File: config.mk
export PLATFORM = sky130hd
export DESIGN_NAME = pulse_param_loader_flat
export DESIGN_NICKNAME = d
export VERILOG_FILES = /design/src/rtl/pulse_param_loader_if.sv /design/src/rtl/pulse_param_loader.sv /design/src/flat_wrapper.sv
export SDC_FILE = /design/constraint.sdc
export NUM_CORES = 1
export LEC_CHECK = 0
export CORE_UTILIZATION = 60
export CTS_BUF_LIST = sky130_fd_sc_hd__clkbuf_4 sky130_fd_sc_hd__clkbuf_8
export DETAILED_ROUTE_END_ITERATION = 10
export HOLD_SLACK_MARGIN = 0.12
export PLACE_DENSITY = 0.87
export SETUP_SLACK_MARGIN = 0.2
export SKIP_LAST_GASP = 1
export SYNTH_ARGS = -nofsm -noshare
export SYNTH_HDL_FRONTEND = slang
export SYNTH_SLANG_ARGS = --single-unit
File: constraint.sdc
create_clock -name clk_pll -period 9.1 [get_ports clk_pll]
set_input_delay 0.91 -clock clk_pll [delete_from_list [all_inputs] [get_ports clk_pll]]
set_output_delay 0.91 -clock clk_pll [all_outputs]
set_load 0.01 [all_outputs]
File: src/rtl/pulse_param_loader_if.sv
// Host byte link into the pulse parameter loader: one byte per rx_valid strobe.
interface pulse_param_loader_if;
    logic [7:0] rx_data;
    logic       rx_valid;

    modport master (output rx_data, output rx_valid);
    modport slave  (input  rx_data, input  rx_valid);
endinterface

File: src/rtl/pulse_param_loader.sv
// Framed host writes into shadow pulse-timing registers, validated commit,
// and atomic transfer to the active outputs immediately or on a sync_in rising edge.
module pulse_param_loader #(
    parameter int unsigned TIMEOUT = 32'd200000
) (
    input  logic                 clk_pll,
    input  logic                 reset,
    pulse_param_loader_if.slave  rx,
    input  logic                 sync_in,
    output logic [31:0]          per,
    output logic [31:0]          p1wid,
    output logic [31:0]          del,
    output logic [31:0]          p2wid,
    output logic [7:0]           p_bl,
    output logic [15:0]          p_bl_off,
    output logic                 pu,
    output logic                 cp,
    output logic                 bl,
    output logic                 frame_ok,
    output logic                 frame_err,
    output logic                 applied,
    output logic                 commit_pending
);

    localparam int unsigned GAP_LAST = TIMEOUT - 1;
    localparam logic [7:0]  HDR      = 8'hA5;
    localparam logic [7:0]  A_FLAGS  = 8'h07;
    localparam logic [7:0]  A_COMMIT = 8'h0F;

    localparam logic [31:0] RST_PER   = 32'd200000;
    localparam logic [31:0] RST_P1WID = 32'd60;
    localparam logic [31:0] RST_DEL   = 32'd200;
    localparam logic [31:0] RST_P2WID = 32'd120;
    localparam logic [7:0]  RST_P_BL  = 8'd10;
    localparam logic [15:0] RST_P_OFF = 16'd100;

    typedef enum logic [1:0] {IDLE, ADDR, DATA, CSUM} state_t;

    state_t      state_q, state_d;
    logic [1:0]  byte_cnt_q, byte_cnt_d;
    logic [7:0]  addr_q, addr_d;
    logic [31:0] data_q, data_d;
    logic [7:0]  csum_q, csum_d;
    logic [31:0] gap_q, gap_d;

    logic [31:0] sh_per, sh_p1wid, sh_del, sh_p2wid;
    logic [7:0]  sh_p_bl;
    logic [15:0] sh_p_bl_off;
    logic        sh_pu, sh_cp, sh_bl;

    logic        sync_q, sync_q2, imm_q;
    logic        exec_c, wr_c, arm_c, ok_c, err_c;
    logic        rise_c, apply_c, valid_c;
    logic [33:0] sum_c;

    // Commit check in 34 bits so large widths cannot wrap past per
    assign sum_c   = 34'(sh_p1wid) + 34'(sh_del) + 34'(sh_p2wid) + 34'(sh_del);
    assign valid_c = !sh_cp || (sum_c < 34'(sh_per));
    assign rise_c  = sync_q & ~sync_q2;
    assign apply_c = commit_pending & (imm_q | rise_c);

    always_ff @(posedge clk_pll) begin
        if (!reset) begin
            state_q    <= IDLE;
            byte_cnt_q <= 2'd0;
            addr_q     <= 8'd0;
            data_q     <= 32'd0;
            csum_q     <= 8'd0;
            gap_q      <= 32'd0;
        end else begin
            state_q    <= state_d;
            byte_cnt_q <= byte_cnt_d;
            addr_q     <= addr_d;
            data_q     <= data_d;
            csum_q     <= csum_d;
            gap_q      <= gap_d;
        end
    end

    // Frame parser: advances only on rx_valid; 0xA5 past the header is plain data
    always_comb begin
        state_d    = state_q;
        byte_cnt_d = byte_cnt_q;
        addr_d     = addr_q;
        data_d     = data_q;
        csum_d     = csum_q;
        gap_d      = (rx.rx_valid || state_q == IDLE) ? 32'd0 : gap_q + 32'd1;
        exec_c     = 1'b0;
        wr_c       = 1'b0;
        arm_c      = 1'b0;
        ok_c       = 1'b0;
        err_c      = 1'b0;

        if (rx.rx_valid) begin
            unique case (state_q)
                IDLE: if (rx.rx_data == HDR) state_d = ADDR;
                ADDR: begin
                    addr_d     = rx.rx_data;
                    csum_d     = rx.rx_data;
                    byte_cnt_d = 2'd0;
                    state_d    = DATA;
                end
                DATA: begin
                    data_d     = {data_q[23:0], rx.rx_data};
                    csum_d     = csum_q ^ rx.rx_data;
                    byte_cnt_d = byte_cnt_q + 2'd1;
                    if (byte_cnt_q == 2'd3) state_d = CSUM;
                end
                CSUM: begin
                    state_d = IDLE;
                    if (rx.rx_data == csum_q) exec_c = 1'b1;
                    else                      err_c  = 1'b1;
                end
            endcase
        end else if (state_q != IDLE && gap_q >= GAP_LAST) begin
            state_d = IDLE;
            gap_d   = 32'd0;
            err_c   = 1'b1;
        end

        if (exec_c) begin
            if (addr_q >= 8'h01 && addr_q <= A_FLAGS) begin
                wr_c = 1'b1;
                ok_c = 1'b1;
            end else if (addr_q == A_COMMIT) begin
                arm_c = valid_c;
                ok_c  = valid_c;
                err_c = !valid_c;
            end else begin
                err_c = 1'b1;
            end
        end
    end

    // Shadow/active registers; apply reads shadow before any same-cycle write lands
    always_ff @(posedge clk_pll) begin
        if (!reset) begin
            sh_per         <= RST_PER;
            sh_p1wid       <= RST_P1WID;
            sh_del         <= RST_DEL;
            sh_p2wid       <= RST_P2WID;
            sh_p_bl        <= RST_P_BL;
            sh_p_bl_off    <= RST_P_OFF;
            sh_pu          <= 1'b1;
            sh_cp          <= 1'b1;
            sh_bl          <= 1'b1;
            per            <= RST_PER;
            p1wid          <= RST_P1WID;
            del            <= RST_DEL;
            p2wid          <= RST_P2WID;
            p_bl           <= RST_P_BL;
            p_bl_off       <= RST_P_OFF;
            pu             <= 1'b1;
            cp             <= 1'b1;
            bl             <= 1'b1;
            frame_ok       <= 1'b0;
            frame_err      <= 1'b0;
            applied        <= 1'b0;
            commit_pending <= 1'b0;
            imm_q          <= 1'b0;
            sync_q         <= 1'b0;
            sync_q2        <= 1'b0;
        end else begin
            frame_ok  <= ok_c;
            frame_err <= err_c;
            applied   <= apply_c;
            sync_q    <= sync_in;
            sync_q2   <= sync_q;

            if (arm_c) begin
                commit_pending <= 1'b1;
                imm_q          <= data_q[0];
            end else if (apply_c) begin
                commit_pending <= 1'b0;
                imm_q          <= 1'b0;
            end

            if (apply_c) begin
                per      <= sh_per;
                p1wid    <= sh_p1wid;
                del      <= sh_del;
                p2wid    <= sh_p2wid;
                p_bl     <= sh_p_bl;
                p_bl_off <= sh_p_bl_off;
                pu       <= sh_pu;
                cp       <= sh_cp;
                bl       <= sh_bl;
            end

            if (wr_c) begin
                case (addr_q)
                    8'h01:   sh_per      <= data_q;
                    8'h02:   sh_p1wid    <= data_q;
                    8'h03:   sh_del      <= data_q;
                    8'h04:   sh_p2wid    <= data_q;
                    8'h05:   sh_p_bl     <= data_q[7:0];
                    8'h06:   sh_p_bl_off <= data_q[15:0];
                    A_FLAGS: {sh_bl, sh_cp, sh_pu} <= data_q[2:0];
                    default: ;
                endcase
            end
        end
    end

endmodule

File: src/flat_wrapper.sv
// flat-port wrapper written by rule: the top's interface ports become plain ports
module pulse_param_loader_flat 
#(
    parameter int unsigned TIMEOUT = 32'd200000
)
  (clk_pll, reset, sync_in, per, p1wid, del, p2wid, p_bl, p_bl_off, pu, cp, bl, frame_ok, frame_err, applied, commit_pending, rx_rx_data, rx_rx_valid);
  pulse_param_loader_if rx_i ();
  input  logic clk_pll;
  input  logic reset;
  input  logic sync_in;
  output logic [31:0] per;
  output logic [31:0] p1wid;
  output logic [31:0] del;
  output logic [31:0] p2wid;
  output logic [7:0] p_bl;
  output logic [15:0] p_bl_off;
  output logic pu;
  output logic cp;
  output logic bl;
  output logic frame_ok;
  output logic frame_err;
  output logic applied;
  output logic commit_pending;
  input wire logic [$bits(rx_i.rx_data)-1:0] rx_rx_data;
  input wire logic [$bits(rx_i.rx_valid)-1:0] rx_rx_valid;
  assign rx_i.rx_data = rx_rx_data;
  assign rx_i.rx_valid = rx_rx_valid;
  pulse_param_loader #(.TIMEOUT(TIMEOUT)) u_core (.clk_pll(clk_pll), .reset(reset), .rx(rx_i), .sync_in(sync_in), .per(per), .p1wid(p1wid), .del(del), .p2wid(p2wid), .p_bl(p_bl), .p_bl_off(p_bl_off), .pu(pu), .cp(cp), .bl(bl), .frame_ok(frame_ok), .frame_err(frame_err), .applied(applied), .commit_pending(commit_pending));
endmodule
==> impl_metrics.toml, run 1 <==
[status]
status = "finished, final reports clean"

[floorplan]
die_x_um = 185
die-area_um2 = 34200
die_height_um = 185
core_area_um2 = 32700
start_util = 0.614
rows = 66
io_pins = 171

[critical_path]
startpoint = "u_core.sh_p1wid[0]"
crit_path_start_kind = "flip-flop"
crit_type = "flip-flop to flip-flop"
worstPathArrival_ps = 8390
r2r-start = "u_core.sh_p1wid[0]"
endpoint_kind = "flip-flop"
slowest_stage = "a2111oi_0"
worstPathRequired_ps = 9620
crit_fanout = 6
max_stage_delay_ps = 840

[sta]
finalSetupViolations = 0
skew_ps = 22.9
finalCriticalPeriod_ps = 7870
fmax_mhz = 127
rsz0062_at_grt = "no"
fin_setup_tns_ps = 0
layout_worst_path_cycle_share = 0.865
final_hold_viol_count = 0
worst_pin_slew_ps = 1240
slew_headroom = 0.173
final_max_slew_viol_count = 0

[yosys]
synth_top_family_by_area = "simple AND/OR/NAND/NOR gates"
async_flop_share = 0
ys.flop_type = "dfxtp_1"
synthCells = 2493
synth_top_cell_area_share = 0.400
synthesis.area_um2 = 20100
synth-compound-area-share = 0.195
yosys_warnings = 0
ys_seq_area_frac = 0.400
synth_area_leaders = "dfxtp_1 (40%), nand2_1 (14%), a21boi_0 (11%), ha_1 (6.4%), inv_1 (3.3%)"
avgSynthCellArea_um2 = 8.05
synthMuxAreaShare = 0.00705
synthDistinctLibCells = 69
synth-simple-area-share = 0.207
post_synth_xor_area_fraction = 0.0347
ys_seq_elements = 401
synth.largest_area_cell = "dfxtp_1"
yosysMostFrequentCell = "nand2_1"
yosys.area_share.adder = 0.0965
synth-edff-count = 0
synth.top_cells.by_count = "nand2_1 (737), dfxtp_1 (401), a21boi_0 (302)"

[route]
num_vias = 17700
drt_iter0_drc = 1439
drtPass1Iterations = 6
drc = 0
wire_per_inst_um = 17.8
drt_wl_total_um = 55400
vias_per_cell = 5.68
antenna_left = 0

[power]
power_density_nw_per_um2 = 152
ir_worst_vdd_uv = 145
leakagePower_uw = 0.00888

[cts]
ctsLongestPathBuffers = 3
cts_tree = "yes"
numCtsBuffers = 66
ctsHtreeMaxLevel = 3
hold_buffers = 0
cts.sinks = 401
clk_pin_slew_ps = 60
clk_latency_ps = 600
ctsResizeCount = 0
root_buffer = "clkbuf_8"
cts_setup_buffers = 0

[placement]
port_buffers = 170
dp.cells = 2996
place_hpwl_um = 38700
place_congestion = 0.968

[min_path]
hold_path_class = "flip-flop to flip-flop"
worstHoldStart = "u_core.p_bl[7]"

[global_route]
use_met1 = 0.424
grt_util_met3 = 0.0790
grt_max_degree = 134
grtUsageMet2 = 0.510
grt_overflow_total = 0
grt_pass1_vias = 16900
grt_busiest_layer = "met2"
grt_pass1_wl_um = 86900
antenna_found_initial = 0
grt_use_total = 0.324

[flow_run]
maxCapViolations = 0

[cells_and_area]
final_net_count = 2769
area_growth_pct = 16.7
n_antenna_cell = 0
final_cells = 3111
drive_gt1_frac = 0.0570
-- through the flow --
stage | total power (µW) | hold WS, ps | worst slack [ps] | cell area [µm²] | util
2_1_floorplan | 1880 | 430 | 2640 | 20100 | -
3_5_place_dp | 1900 | 452 | 1290 | 22000 | 0.672
4_1_cts | 3580 | 465 | 1230 | 23400 | 0.716
6_report | 3560 | 464 | 1230 | 23400 | 0.716
3_3_place_gp | 1900 | 441 | 1750 | 22000 | 0.672
5_1_grt | 3670 | 484 | 666 | 23400 | 0.716
-- sequential cells by signal, indices dropped and copies added, names as in the netlist, 16 cells and up --
signal	cells
u_core.sh_p2wid	32
u_core.data_q	32
u_core.p2wid	32
u_core.sh_p1wid	32
u_core.sh_del	32
u_core.sh_p_bl_off	16
u_core.p1wid	32
u_core.sh_per	32
u_core.gap_q	32
u_core.per	32
u_core.del	32
u_core.p_bl_off	16
-- cell families after synthesis --
kind of cell / Yosys count
other cells: 1
buf+inv: 313
xor+xnor: 78
mux: 14
flops: 401
simple gates: 995
fa+ha+maj: 135
compound gates: 556
-- placed cells by master, fill, tap and decap left out, types with 15 or more instances in the layout --
| cell type | synthesis | layout |
|---|---|---|
| a21boi_0 | 302 | 302 |
| a21o_1 | 15 | 15 |
| a21oi_1 | 70 | 70 |
| clkbuf_4 | 0 | 20 |
| clkbuf_8 | 0 | 86 |
| clkdlybuf4s50_1 | 0 | 169 |
| dfxtp_1 | 401 | 401 |
| fa_1 | 33 | 33 |
| ha_1 | 102 | 102 |
| inv_1 | 178 | 178 |
| nand2_1 | 737 | 737 |
| nand3_1 | 61 | 61 |
| nor2_1 | 74 | 71 |
| nor3_1 | 21 | 21 |
| o211ai_1 | 38 | 38 |
| o21a_1 | 16 | 16 |
| o21ai_0 | 49 | 49 |
| xnor2_1 | 41 | 41 |
| xor2_1 | 36 | 36 |
-- path summary, 6_finish.rpt --
check / to / slack [ps] / cells past startpoint
max: u_core.imm_q / 1230 / 29
min: u_core.p_bl[7] / 460 / 2
max reg2reg: u_core.imm_q / 1230 / 29
min reg2reg: u_core.p_bl[7] / 460 / 2
-- layout make-up --
class	count	area (µm²)
multi-input cells	1792	10900
fillers	2568	9280
flip-flops and latches	401	8030
repair buffers	182	1800
clock buffers	105	1320
inverters	179	672
well taps	442	553
clock inverters	10	118
-- worst max-delay path, delay by kind of cell (launching register included) --
| family | cells | cell delay [ps] |
|---|---|---|
| flops | 1 | 390 |
| buf+inv | 2 | 100 |
| compound gates | 13 | 3940 |
| mux | 1 | 210 |
| xor+xnor | 2 | 370 |
| fa+ha+maj | 5 | 1730 |
| simple gates | 6 | 1080 |
-- report_power, final --
part | total [µW] | internal [µW] | switching, µW
logic | 88.0 | 38.5 | 49.5
clock network | 1700 | 979 | 717
registers | 1780 | 1770 | 9.54
total | 3560 | 2780 | 776
-- layer usage --
metal	wire length, µm	part of all wire
met5	0	0
met4	1870	0.034
met3	4850	0.088
met2	24800	0.45
met1	23900	0.43
No activity file was read; power rests on OpenSTA's default activity.
==> inputs of run 2 (changes only) <==
--- a/config.mk
+++ b/config.mk
@@ -9,7 +9,7 @@
 export CTS_BUF_LIST = sky130_fd_sc_hd__clkbuf_4 sky130_fd_sc_hd__clkbuf_8
 export DETAILED_ROUTE_END_ITERATION = 10
 export HOLD_SLACK_MARGIN = 0.12
-export PLACE_DENSITY = 0.87
+export PLACE_DENSITY = 0.91
 export SETUP_SLACK_MARGIN = 0.2
 export SKIP_LAST_GASP = 1
 export SYNTH_ARGS = -nofsm -noshare
==> run 2 against run 1 <==
  * Wire length grew 0.53%
  * Non-clock buffer count shrank 1
  * Cell count shrank 0.16%
  * Sequential power is essentially flat
  * Hold slack lost 2.5 ps
  * Sequential share of layout area grew 0.12 points
  * Utilization shrank 0.24 points
  * Combinational power is essentially flat
  * Largest cell class unchanged
  * Fmax grew 1.5%
  * Critical path depth shrank 1
  * First-iteration DRC count grew 8.0%
==> impl_metrics.toml, run 2 (synthesis gave the netlist of run 1 again) <==
[global_route]
grt_overflow_total = 0
grt_max_degree = 154
antenna_found_initial = 0
grt_pass1_vias = 16700
grt_pass1_wl_um = 86900
grt_use_total = 0.324

[min_path]
hold_path_class = "flip-flop to flip-flop"
hold_depth = 2
min_to = "u_core.p1wid[8]"
worstHoldStart = "u_core.p1wid[8]"

[sta]
fin_setup_tns_ps = 0
final_hold_viol_count = 0
worst_pin_slew_ps = 1300
slew_headroom = 0.132
whs_ps = 462
skew_ps = 30.8
final_max_slew_viol_count = 0
rsz0062_at_grt = "no"
fmax_mhz = 129
finalSetupViolations = 0
finalCriticalPeriod_ps = 7760
layout_worst_path_cycle_share = 0.852

[cts]
numCtsBuffers = 66
clk_pin_slew_ps = 60
clk_latency_ps = 600
ctsHtreeMaxLevel = 3
cts_tree = "yes"
root_buffer = "clkbuf_8"
ctsLongestPathBuffers = 3
cts_setup_buffers = 0
hold_buffers = 0
ctsResizeCount = 0
cts.sinks = 401

[power]
swShare = 0.223
p_int_uw = 2720
leakagePower_uw = 0.00883
ir_worst_vdd_uv = 118
p_switching_uw = 780
seq_power_share = 0.507
power_density_nw_per_um2 = 150
clkPwrFrac = 0.467
comb_power_share = 0.025

[placement]
dp.cells = 2995
port_buffers = 170
place_congestion = 1.01
place_hpwl_um = 38600

[route]
vias_per_cell = 5.74
antenna_left = 0
drtPass1Iterations = 8
drc = 0
wire_per_inst_um = 17.9
num_vias = 17800
drt_wl_total_um = 55700
drt_iter0_drc = 1554

[floorplan]
die_x_um = 185
start_util = 0.614
rows = 66
die-area_um2 = 34200
die_height_um = 185
io_pins = 171
core_area_um2 = 32700

[cells_and_area]
final_cells = 3106
regArea_um2 = 8030
drive_gt1_frac = 0.0552
final_net_count = 2768
mostFrequentLayoutCells = "nand2_1 (737), dfxtp_1 (401), a21boi_0 (302), inv_1 (178), clkdlybuf4s50_1 (169)"
multi_input_area_um2 = 10900
nFillCells = 2480
layout_commonest_cell = "nand2_1"
n_antenna_cell = 0
area_growth_pct = 16.3

[flow_run]
maxCapViolations = 0

[critical_path]
r2r-start = "u_core.sh_p1wid[0]"
r2r_cells = 28
endpoint_kind = "flip-flop"
max_stage_delay_ps = 760
r2r_slack_ps = 1340
crit_type = "flip-flop to flip-flop"
slowest_stage = "a2111oi_0"
worstPathArrival_ps = 8250
worstPathRequired_ps = 9590
r2r-end = "u_core.frame_err"
crit_path_start_kind = "flip-flop"
crit_fanout = 6

[status]
status = "finished, final reports clean"
-- run 2: cell types whose count changed in the layout (fill, tap and decap cells not counted), sizes merged --
cell      delta
clkbuf       -5
bufinv       -1
clkinv       +1
clkinvlp     +2
inv          -1
buf          -1
-- run 2: worst max path at each step --
stage	from	endpoint	depth (start not counted)
finish	u_core.sh_p1wid[0]	u_core.frame_err	28
global route	u_core.sh_p1wid[0]	u_core.imm_q	29
CTS	u_core.sh_del[0]	u_core.frame_err	28
detailed placement	u_core.sh_del[0]	u_core.frame_err	28
global placement	u_core.sh_del[0]	u_core.frame_err	28
floorplan	u_core.sh_del[0]	u_core.frame_err	31
-- run 2: stage by stage --
| stage | total power [µW] | util | setup slack, ps | cell area (µm²) |
|---|---|---|---|---|
| after floorplan | 1880 | - | 2640 | 20100 |
| final | 3500 | 0.714 | 1340 | 23300 |
| after CTS | 3520 | 0.714 | 1370 | 23300 |
| after detailed placement | 1900 | 0.672 | 1450 | 22000 |
| after global placement | 1900 | 0.672 | 1660 | 22000 |
| after global routing | 3610 | 0.714 | 678 | 23300 |
-- run 2: per-layer routing --
layer	part of all wire	vias to the layer above	GRT usage
met3	0.083	187	0.0613
met5	0	-	0
met2	0.45	764	0.509
li1	-	8474	-
met1	0.43	8417	0.433
met4	0.041	0	0.146
-- run 2: final cells by class --
class	instances	share of cell area
flip-flops and latches	401	0.344
well taps	442	0.0237
clock inverters	11	0.00440
clock buffers	100	0.0541
repair buffers	181	0.0766
inverters	179	0.0288
multi-input cells	1792	0.469
-- run 2: critical path, delay by kind of cell, from the launching register on --
kind	cells	cell delay, ps
xor+xnor	2	340
flops	1	410
buf+inv	2	110
fa+ha+maj	5	1700
simple gates	8	1940
compound gates	11	3140
-- run 2: power by group through the flow --
stage	clock [µW]	sequential, µW	combinational, µW
after floorplan	0	1810	67.6
after global placement	0	1810	83.2
after detailed placement	0	1810	85.8
after CTS	1650	1780	86.4
after global routing	1730	1780	95.9
final	1640	1780	88.1
==> inputs of run 3 (changes only) <==
--- a/config.mk
+++ b/config.mk
@@ -5,13 +5,13 @@
 export SDC_FILE = /design/constraint.sdc
 export NUM_CORES = 1
 export LEC_CHECK = 0
-export CORE_UTILIZATION = 60
+export ABC_AREA = 1
+export CORE_UTILIZATION = 50
 export CTS_BUF_LIST = sky130_fd_sc_hd__clkbuf_4 sky130_fd_sc_hd__clkbuf_8
 export DETAILED_ROUTE_END_ITERATION = 10
 export HOLD_SLACK_MARGIN = 0.12
-export PLACE_DENSITY = 0.91
+export PLACE_DENSITY = 0.8
 export SETUP_SLACK_MARGIN = 0.2
-export SKIP_LAST_GASP = 1
 export SYNTH_ARGS = -nofsm -noshare
 export SYNTH_HDL_FRONTEND = slang
 export SYNTH_SLANG_ARGS = --single-unit
==> run 3 against run 2 <==
  * Total power grew 12%
  * Fmax up 21%
  * Wire length is 1.3% lower
  * Non-clock buffer count is 5 lower
  * Clock skew shrank 2.9 ps
  * Combinational power grew to 2.8 times the previous value
  * Sequential cell count unchanged
  * Cell count did not move
  * Synthesized cell count fell by 3.8%
  * Final area is 4.0% lower
  * Clock power increased by 9%
  * Sequential share of layout area is 1.4 points higher
  * Critical endpoint is now u_core.imm_q
  * Highest routed layer unchanged
==> impl_metrics.toml, run 3 <==
[sta]
skew_ps = 27.9
final_hold_viol_count = 0
finalCriticalPeriod_ps = 6390
whs_ps = 449
layout_worst_path_cycle_share = 0.702
final_max_slew_viol_count = 0
finalSetupViolations = 0
fmax_mhz = 157
fin_setup_tns_ps = 0
rsz0062_at_grt = "no"
worst_slack_ps = 2710
slew_headroom = 0.223
worst_pin_slew_ps = 1160

[cts]
cts_setup_buffers = 0
clk_pin_slew_ps = 60
clk_latency_ps = 630
ctsLongestPathBuffers = 3
numCtsBuffers = 67
root_buffer = "clkbuf_8"
ctsHtreeMaxLevel = 3
cts.sinks = 401
ctsResizeCount = 0
hold_buffers = 0
cts_tree = "yes"

[critical_path]
cp_common_cell = "nand2_1"
worstPathArrival_ps = 6960
endpoint_kind = "flip-flop"
crit_fanout = 4
max_stage_delay_ps = 560
worstPathRequired_ps = 9670
r2r_slack_ps = 2710
crit_type = "flip-flop to flip-flop"
slowest_stage = "o31ai_1"
crit_path_start_kind = "flip-flop"

[yosys]
ys.flop_type = "dfxtp_1"
yosys.area_share.adder = 0.102
async_flop_share = 0
synth_top_family_by_area = "compound AO/OA/AOI/OAI gates"
synth.largest_area_cell = "dfxtp_1"
synth-edff-count = 0
synth.top_cells.by_count = "dfxtp_1 (401), a21oi_1 (385), o21ai_0 (337)"
synth_top_cell_area_share = 0.425
synth-simple-area-share = 0.123
synthMuxAreaShare = 0
yosys_warnings = 0
ys_seq_area_frac = 0.425
post_synth_xor_area_fraction = 0.0329
synthCells = 2399
ys_seq_elements = 401
synth_area_leaders = "dfxtp_1 (42%), a21oi_1 (10%), o21ai_0 (8.9%), ha_1 (6.8%), inv_1 (6.7%)"
avgSynthCellArea_um2 = 7.88
synth-compound-area-share = 0.226
yosysMostFrequentCell = "dfxtp_1"
synthDistinctLibCells = 51
synthesis.area_um2 = 18900

[global_route]
antenna_found_initial = 0
grt_max_degree = 159
grt_use_total = 0.283
grt_overflow_total = 0
grt_pass1_vias = 16200
grt_pass1_wl_um = 85800

[placement]
dp.cells = 2985
port_buffers = 170
place_hpwl_um = 40000
dpl_worst_slack_ps = 2810
place_congestion = 0.949

[cells_and_area]
drive_gt1_frac = 0.0581
layout_commonest_cell = "dfxtp_1"
mostFrequentLayoutCells = "dfxtp_1 (401), a21oi_1 (385), o21ai_0 (337), inv_1 (336), nand2_1 (262)"
final_cells = 3106
area_growth_pct = 18.6
final_net_count = 2697

[floorplan]
die_height_um = 196
start_util = 0.513
io_pins = 171
rows = 70
core_area_um2 = 36900
die_x_um = 196
die-area_um2 = 38600

[power]
leakagePower_uw = 0.00972
p_total_uw = 3920
power_density_nw_per_um2 = 175
ir_worst_vdd_uv = 153

[route]
wire_per_inst_um = 17.7
antenna_left = 0
drtPass1Iterations = 5
num_vias = 17100
drt_iter0_drc = 1296
vias_per_cell = 5.51
drc = 0
drt_wl_total_um = 55000

[min_path]
hold_path_class = "flip-flop to flip-flop"

[flow_run]
maxCapViolations = 0

[status]
status = "finished, final reports clean"
[run 3: cell types whose count changed after synthesis, moves of 56 or more]
cell,previous run,this run
a21boi_0,302,0
a21oi_1,70,385
inv_1,178,336
nand2_1,737,262
nor2_1,74,130
o21ai_0,49,337
[run 3: power by group]
part	leakage, µW	internal [µW]	switching [µW]	total (µW)
clock network	0.000807	1040	744	1780
registers	0.00324	1800	90.5	1890
logic	0.00567	72.0	173	245
total	0.00972	2910	1010	3920
[run 3: final cells by class]
class | instances | area [µm²]
Fill cell | 3238 | 14500
Tap cell | 504 | 631
Multi-Input combinational cell | 1566 | 9220
Timing Repair Buffer | 176 | 1750
Antenna cell | 1 | 2.50
Clock buffer | 104 | 1310
Inverter | 338 | 1270
Clock inverter | 16 | 213
Sequential cell | 401 | 8030
[run 3: path summary, 6_finish.rpt]
kind | end | cells past startpoint | from
setup / recovery | u_core.imm_q | 32 | u_core.sh_p1wid[0]
hold / removal | u_core.gap_q[0] | 1 | u_core.gap_q[0]
hold reg to reg | u_core.gap_q[0] | 1 | u_core.gap_q[0]
setup reg to reg | u_core.imm_q | 32 | u_core.sh_p1wid[0]
[run 3: critical path, delay by kind of cell (launching register included)]
family	cells	cell delay [ps]
AOI/OAI and AO/OA	12	2700
xor gates and xnor gates	2	320
buffers and inverters	3	140
adders and majority gates	5	1620
DFF	1	370
and+or+nand+nor	10	1180
[run 3: logic make-up after synthesis]
kind of cell	Yosys count
compound gates	814
simple gates	532
buf+inv	445
flops	401
fa+ha+maj	135
xor+xnor	71
other cells	1
[run 3: per-layer routing]
layer | share of wire | GRT usage | up-vias
li1 | - | - | 8293
met3 | 0.078 | 0.0510 | 130
met4 | 0.040 | 0.133 | 0
met1 | 0.44 | 0.386 | 8040
met5 | 0 | 0 | -
met2 | 0.44 | 0.434 | 648
[run 3: through the flow]
step | util | cell area [µm²]
detailed placement | 0.567 | 20900
finish | 0.608 | 22400
floorplan | - | 19000
global route | 0.608 | 22400
CTS | 0.608 | 22400
global placement | 0.567 | 20900
